## config.mk

```make
export PLATFORM = sky130hd
export DESIGN_NAME = queue_writer
export DESIGN_NICKNAME = d
export VERILOG_FILES = /design/src/rtl/queue_writer.sv
export SDC_FILE = /design/constraint.sdc
export NUM_CORES = 1
export LEC_CHECK = 0
export CAP_MARGIN = 20
export CORE_AREA = 2 2 333 335
export DETAILED_ROUTE_END_ITERATION = 7
export DIE_AREA = 0 0 335 337
export PLACE_DENSITY = 0.4
export SLEW_MARGIN = 20
export SYNTH_ARGS = -nofsm -noshare
export SYNTH_HDL_FRONTEND = slang
export SYNTH_SLANG_ARGS = --single-unit
```

## constraint.sdc

```tcl
create_clock -name clk -period 4.4 [get_ports clk]
set_input_delay 0.44 -clock clk [delete_from_list [all_inputs] [get_ports clk]]
set_output_delay 0.44 -clock clk [all_outputs]
set_load 0.02 [all_outputs]
```

## src/rtl/queue_writer.sv

```systemverilog
`default_nettype none
// ============================================================================
// Module   : queue_writer
// Purpose  : Write-side controller for the pathfinding node queue. Owns the
//            write port of the node memory and executes push / update /
//            remove / clear commands, keeping live nodes packed from address 0
//            so scanners that stop at the first node_id == 0 see every node.
//            The whole memory is zeroed after every reset.
// Ports    : clk, reset (sync, active-low)
//            cmd_valid/cmd_ready, cmd_op, cmd_addr, cmd_node  - command in
//            rd_address / rd_data                              - memory read
//            wr_enable / wr_address / wr_data                  - memory write
//            busy, done, error, count, full, result_address    - status
// Revision : 1.0 - initial release
// ============================================================================
module queue_writer #(
  parameter int MAX_NODES = 100
) (
  input  logic         clk,
  input  logic         reset,
  input  logic         cmd_valid,
  input  logic [1:0]   cmd_op,
  input  logic [6:0]   cmd_addr,
  input  logic [271:0] cmd_node,
  output logic         cmd_ready,
  output logic [6:0]   rd_address,
  input  logic [271:0] rd_data,
  output logic         wr_enable,
  output logic [6:0]   wr_address,
  output logic [271:0] wr_data,
  output logic         busy,
  output logic         done,
  output logic         error,
  output logic [6:0]   count,
  output logic         full,
  output logic [6:0]   result_address
);

  localparam logic [6:0] c_max_nodes = 7'(MAX_NODES);
  localparam logic [1:0] c_op_push   = 2'b00;
  localparam logic [1:0] c_op_update = 2'b01;
  localparam logic [1:0] c_op_remove = 2'b10;
  localparam logic [1:0] c_op_clear  = 2'b11;

  typedef enum logic [3:0] {
    INIT_CLR = 4'd0,
    IDLE     = 4'd1,
    PUSH     = 4'd2,
    UPDATE   = 4'd3,
    RM_SET   = 4'd4,
    RM_WAIT  = 4'd5,
    RM_READ  = 4'd6,
    RM_MOVE  = 4'd7,
    RM_CLEAR = 4'd8,
    CLR      = 4'd9,
    DONE     = 4'd10
  } state_t;

  // The state register names the state whose outputs are currently visible;
  // every output is loaded on the edge that enters that state.
  state_t         state_q;
  logic [6:0]     clr_ptr_q;      // next address to zero in INIT_CLR / CLR
  logic [6:0]     addr_q;         // latched cmd_addr
  logic           cmd_ready_q;
  logic           busy_q;
  logic [6:0]     rd_address_q;
  logic           wr_enable_q;
  logic [6:0]     wr_address_q;
  logic [271:0]   wr_data_q;
  logic           done_q;
  logic           error_q;
  logic [6:0]     count_q;
  logic           full_q;
  logic [6:0]     result_address_q;

  logic [15:0]    w_node_id;
  logic [6:0]     w_last;

  assign w_node_id = cmd_node[239:224];
  assign w_last    = count_q - 7'd1;

  always_ff @(posedge clk) begin
    if (!reset) begin
      state_q          <= INIT_CLR;
      clr_ptr_q        <= '0;
      addr_q           <= '0;
      cmd_ready_q      <= 1'b0;
      busy_q           <= 1'b1;
      rd_address_q     <= '0;
      wr_enable_q      <= 1'b0;
      wr_address_q     <= '0;
      wr_data_q        <= '0;
      done_q           <= 1'b0;
      error_q          <= 1'b0;
      count_q          <= '0;
      full_q           <= 1'b0;
      result_address_q <= '0;
    end else begin
      // Single-cycle strobes fall unless a branch below reasserts them.
      done_q      <= 1'b0;
      error_q     <= 1'b0;
      wr_enable_q <= 1'b0;

      case (state_q)
        INIT_CLR, CLR: begin
          if (clr_ptr_q == c_max_nodes) begin
            clr_ptr_q <= '0;
            if (state_q == INIT_CLR) begin
              state_q     <= IDLE;
              cmd_ready_q <= 1'b1;
              busy_q      <= 1'b0;
            end else begin
              state_q <= DONE;
              done_q  <= 1'b1;
              count_q <= '0;
              full_q  <= 1'b0;
            end
          end else begin
            wr_enable_q  <= 1'b1;
            wr_address_q <= clr_ptr_q;
            wr_data_q    <= '0;
            clr_ptr_q    <= clr_ptr_q + 7'd1;
          end
        end

        IDLE: begin
          if (cmd_valid && cmd_ready_q) begin
            cmd_ready_q <= 1'b0;
            busy_q      <= 1'b1;
            addr_q      <= cmd_addr;
            // Rejection is decided here so a bad command goes straight to
            // DONE without ever touching the write port.
            state_q     <= DONE;
            done_q      <= 1'b1;
            error_q     <= 1'b1;
            case (cmd_op)
              c_op_push: begin
                if (!full_q && (w_node_id != 16'd0)) begin
                  state_q      <= PUSH;
                  done_q       <= 1'b0;
                  error_q      <= 1'b0;
                  wr_enable_q  <= 1'b1;
                  wr_address_q <= count_q;
                  wr_data_q    <= cmd_node;
                end
              end
              c_op_update: begin
                if ((cmd_addr < count_q) && (w_node_id != 16'd0)) begin
                  state_q      <= UPDATE;
                  done_q       <= 1'b0;
                  error_q      <= 1'b0;
                  wr_enable_q  <= 1'b1;
                  wr_address_q <= cmd_addr;
                  wr_data_q    <= cmd_node;
                end
              end
              c_op_remove: begin
                if (cmd_addr < count_q) begin
                  done_q  <= 1'b0;
                  error_q <= 1'b0;
                  if (cmd_addr == w_last) begin
                    state_q      <= RM_CLEAR;
                    wr_enable_q  <= 1'b1;
                    wr_address_q <= w_last;
                    wr_data_q    <= '0;
                  end else begin
                    // Fill the hole with the tail entry to stay contiguous.
                    state_q      <= RM_SET;
                    rd_address_q <= w_last;
                  end
                end
              end
              c_op_clear: begin
                state_q      <= CLR;
                done_q       <= 1'b0;
                error_q      <= 1'b0;
                wr_enable_q  <= 1'b1;
                wr_address_q <= '0;
                wr_data_q    <= '0;
                clr_ptr_q    <= 7'd1;
              end
              default: ;
            endcase
          end
        end

        PUSH: begin
          state_q          <= DONE;
          done_q           <= 1'b1;
          result_address_q <= count_q;
          count_q          <= count_q + 7'd1;
          full_q           <= ((count_q + 7'd1) == c_max_nodes);
        end

        UPDATE: begin
          state_q <= DONE;
          done_q  <= 1'b1;
        end

        RM_SET:  state_q <= RM_WAIT;
        // Memory read latency is two edges after rd_address changes.
        RM_WAIT: state_q <= RM_READ;

        RM_READ: begin
          state_q      <= RM_MOVE;
          wr_enable_q  <= 1'b1;
          wr_address_q <= addr_q;
          wr_data_q    <= rd_data;
        end

        RM_MOVE: begin
          state_q      <= RM_CLEAR;
          wr_enable_q  <= 1'b1;
          wr_address_q <= w_last;
          wr_data_q    <= '0;
        end

        RM_CLEAR: begin
          state_q          <= DONE;
          done_q           <= 1'b1;
          count_q          <= w_last;
          full_q           <= 1'b0;
          result_address_q <= addr_q;
        end

        DONE: begin
          state_q     <= IDLE;
          cmd_ready_q <= 1'b1;
          busy_q      <= 1'b0;
        end

        default: begin
          state_q     <= INIT_CLR;
          clr_ptr_q   <= '0;
          cmd_ready_q <= 1'b0;
          busy_q      <= 1'b1;
        end
      endcase
    end
  end

  assign cmd_ready      = cmd_ready_q;
  assign busy           = busy_q;
  assign rd_address     = rd_address_q;
  assign wr_enable      = wr_enable_q;
  assign wr_address     = wr_address_q;
  assign wr_data        = wr_data_q;
  assign done           = done_q;
  assign error          = error_q;
  assign count          = count_q;
  assign full           = full_q;
  assign result_address = result_address_q;

endmodule
`default_nettype wire
```

==> impl_metrics.py <==
metrics = {
    "routing": {
        "vias": 16900,
        "antenna_left": 0,
        "wirelength_mm": 82.3,
        "vias_per_cell": 4.07,
        "dr.pass1.iters": 5,
        "drt_iter0_drc": 751,
        "wl_per_cell_um": 19.8,
        "route.detailed.drc": 0,
    },
    "floorplanning": {
        "die_area_sq_um": 113000,
        "rows": 122,
        "pin_count": 862,
        "start_util_pct": 15.2,
        "die_h_um": 337,
        "die_w_um": 335,
        "coreArea_sq_um": 110000,
    },
    "clocking": {
        "cts_buffer_depth": 3,
        "hold_buffers": 0,
        "cts_tree": "yes",
        "cts.htree.levels": 2,
        "cts_setup_buffers": 0,
        "cts.sinks": 324,
        "numCtsBuffers": 46,
        "cts-root-buf": "clkbuf_16",
        "clk_pin_slew_ps": 60,
        "ctsResizeCount": 0,
        "clk_latency_ps": 600,
    },
    "worst_setup_path": {
        "cp_common_cell": "buf_12",
        "worstSetupPathType": "flip-flop to flip-flop",
        "crit_required_ps": 4860,
        "cp_slowest_stage_delay_ps": 530,
        "crit_fanout": 33,
        "cp-end-kind": "flip-flop",
        "crit_chain": "inv_1 > ha_1 > or4b_4 > or3_1 > a211oi_2 > a41oi_2 > a211o_4 > buf_12 > buf_12 > mux2i_1",
        "critical_path.slowest_cell": "a211o_4",
        "crit_arrival_ps": 4010,
        "cp-start-kind": "flip-flop",
    },
    "grt": {
        "grt_max_degree": 154,
        "grt_pass1_vias": 16600,
        "antenna_found_initial": 6,
        "grt_overflow": 0,
        "grt_use_total_pct": 13.6,
        "grt_pass1_wl_mm": 114,
    },
    "yosys": {
        "synth_mux_area_share_pct": 17.6,
        "syn-cell-area_sq_um": 16600,
        "seq_area_frac_synth_pct": 39.0,
        "synth_seq_cells": 324,
        "synth_top_flop_cell": "dfxtp_1",
        "yosys_warnings": 0,
        "yosys.cell_types.count": 54,
        "ys_top_cells_by_area": "dfxtp_1 (39%), mux2i_1 (18%), a22o_1 (14%)",
        "yosys.area_share.adder_pct": 0.904,
        "ys_async_sr_fraction_pct": 0,
        "post-synth-top-count-cell": "nand2_1",
        "synth_largest_area_cell": "dfxtp_1",
        "synth_compound_area_share_pct": 18.6,
        "synth_cells": 1934,
        "synth_edf_count": 0,
        "synthTopCellsByCount": "nand2_1 (606), dfxtp_1 (324), mux2i_1 (292), a22o_1 (273), clkbuf_1 (142)",
        "synth_area_per_cell_sq_um": 8.59,
        "synth.top_cell.area_share_pct": 39.0,
        "synth-xor-area-share_pct": 1.24,
        "synth_nets": 2502,
        "synth_top_family_by_area": "compound AO/OA/AOI/OAI gates",
        "post_synth_and_or_nand_nor_area_fraction_pct": 17.1,
    },
    "sta": {
        "hold_viol": 0,
        "finalMaxSlewViolations": 0,
        "worst_slew_pin_slew_ps": 1010,
        "fmax_mhz": 282,
        "maxSlewHeadroom_pct": 32.5,
        "rsz0062_at_grt": "no",
        "finalSetupViolations": 0,
        "finalCritPeriodShare_pct": 80.5,
        "setup_tns_ps": 0,
        "fin_skew_ps": 16.0,
        "post-route-min-period_ps": 3540,
        "hold-worst-slack_ps": 328,
        "layout_setup_ws_ps": 857,
    },
    "place": {
        "place_congestion": 0.788,
        "dp_slack_ps": 872,
        "dp_cells": 4076,
        "dp_hpwl_mm": 62.7,
        "numPortBuffers": 861,
    },
    "layout": {
        "stdcell_count": 4158,
        "postLayoutCoreUtil_pct": 25.7,
        "nets": 3267,
        "area_growth_pct": 69.4,
        "drive_gt1_share_pct": 4.21,
    },
    "flow_run": {
        "maxCapViolCount": 0,
    },
    "run_status": {
        "status": "completed",
    },
    "power": {
        "vdd_drop_max_mv": 0.215,
        "p_per_area_nw_per_um2": 263,
        "cellLeakagePower_nw": 9.12,
    },
    "hold_path": {
        "hold_path.class": "primary input to flip-flop",
    },
}
-- stage by stage --
step                cell area (sq um)  total power [mW]
global placement                26600              3.70
floorplan                       16600              3.12
detailed placement              26600              3.70
finish                          28100              7.39
CTS                             28100              7.58
global route                    28100              7.70
-- power breakdown --
part / internal, mW / switching [mW] / total (mW) / leakage, nW
clock network: 2.28 / 1.48 / 3.76 / 0.735
logic: 0.464 / 0.222 / 0.687 / 5.77
registers: 2.94 / 0.00575 / 2.95 / 2.61
total: 5.68 / 1.71 / 7.39 / 9.12
-- layout by cell type (no fill, tap or decap), drive strengths merged, types with 6 or more instances in the layout --
cell type / netlist / final
a211oi: 6 / 6
a21oi: 16 / 16
a22o: 273 / 273
a311oi: 8 / 8
a31oi: 6 / 6
buf: 38 / 37
clkbuf: 142 / 72
clkdlybuf4s50: 0 / 860
dfxtp: 324 / 324
ha: 12 / 12
inv: 17 / 18
mux2i: 292 / 292
nand2: 606 / 606
nand2b: 8 / 8
nand4: 6 / 6
nor2: 41 / 41
nor3: 11 / 11
nor4: 6 / 6
o211ai: 7 / 7
o21ai: 29 / 29
xnor2: 16 / 16
-- path summary, 6_finish.rpt --
check               startpoint  slack, ps           end  depth (start not counted)
hold reg to reg   wr_data[206]        450  wr_data[206]                          2
setup reg to reg      count[0]        860   wr_data[31]                         10
hold / removal           reset        330   wr_data[55]                          3
setup / recovery      count[0]        860   wr_data[31]                         10
-- final cells by class --
class | instances | area [sq um]
clock buffers | 72 | 1400
flip-flops and latches | 324 | 6490
fillers | 11900 | 81500
clock inverters | 8 | 96.3
multi-input cells | 1413 | 9230
diodes | 1 | 2.50
inverters | 17 | 63.8
well taps | 1426 | 1780
repair buffers | 897 | 9080
-- sequential cells by signal (all words and copies together) (netlist names) --
| signal | cells |
|---|---|
| wr_address | 7 |
| busy | 1 |
| count | 7 |
| result_address | 7 |
| clr_ptr_q | 7 |
| cmd_ready | 1 |
| error | 1 |
| wr_enable | 1 |
| rd_address | 7 |
| state_q | 4 |
| wr_data | 272 |
| full | 1 |
| done | 1 |
| addr_q | 7 |
-- layer usage --
metal	up-vias	wire, um	global-route usage (%)	share of wire (%)
met3	90	6150	3.97	7.5
met2	556	39700	23.2	48
met4	2	1800	4.04	2.2
met1	7941	34600	16.4	42
met5	-	20	0	0.024
li1	8314	-	-	-
-- cell families (layout without fill, tap and decap cells) --
group	count (synthesis)	after routing
AO/OA/AOI/OAI	377	377
XOR/XNOR	22	22
adder cells (fa/ha/maj)	12	12
buffers and inverters	197	994
flip-flops	324	324
multiplexers	292	292
other	0	1
AND/OR/NAND/NOR	710	710
-- worst max-delay path: cells and delay by family, from the launching register on --
family	cells	cell delay [ps]
AOI/OAI and AO/OA	3	1060
adders and majority gates	1	250
buffers and inverters	3	560
DFF	1	450
muxes	1	150
and+or+nand+nor	2	880
Note: power is estimated with default switching activity, not from simulation.
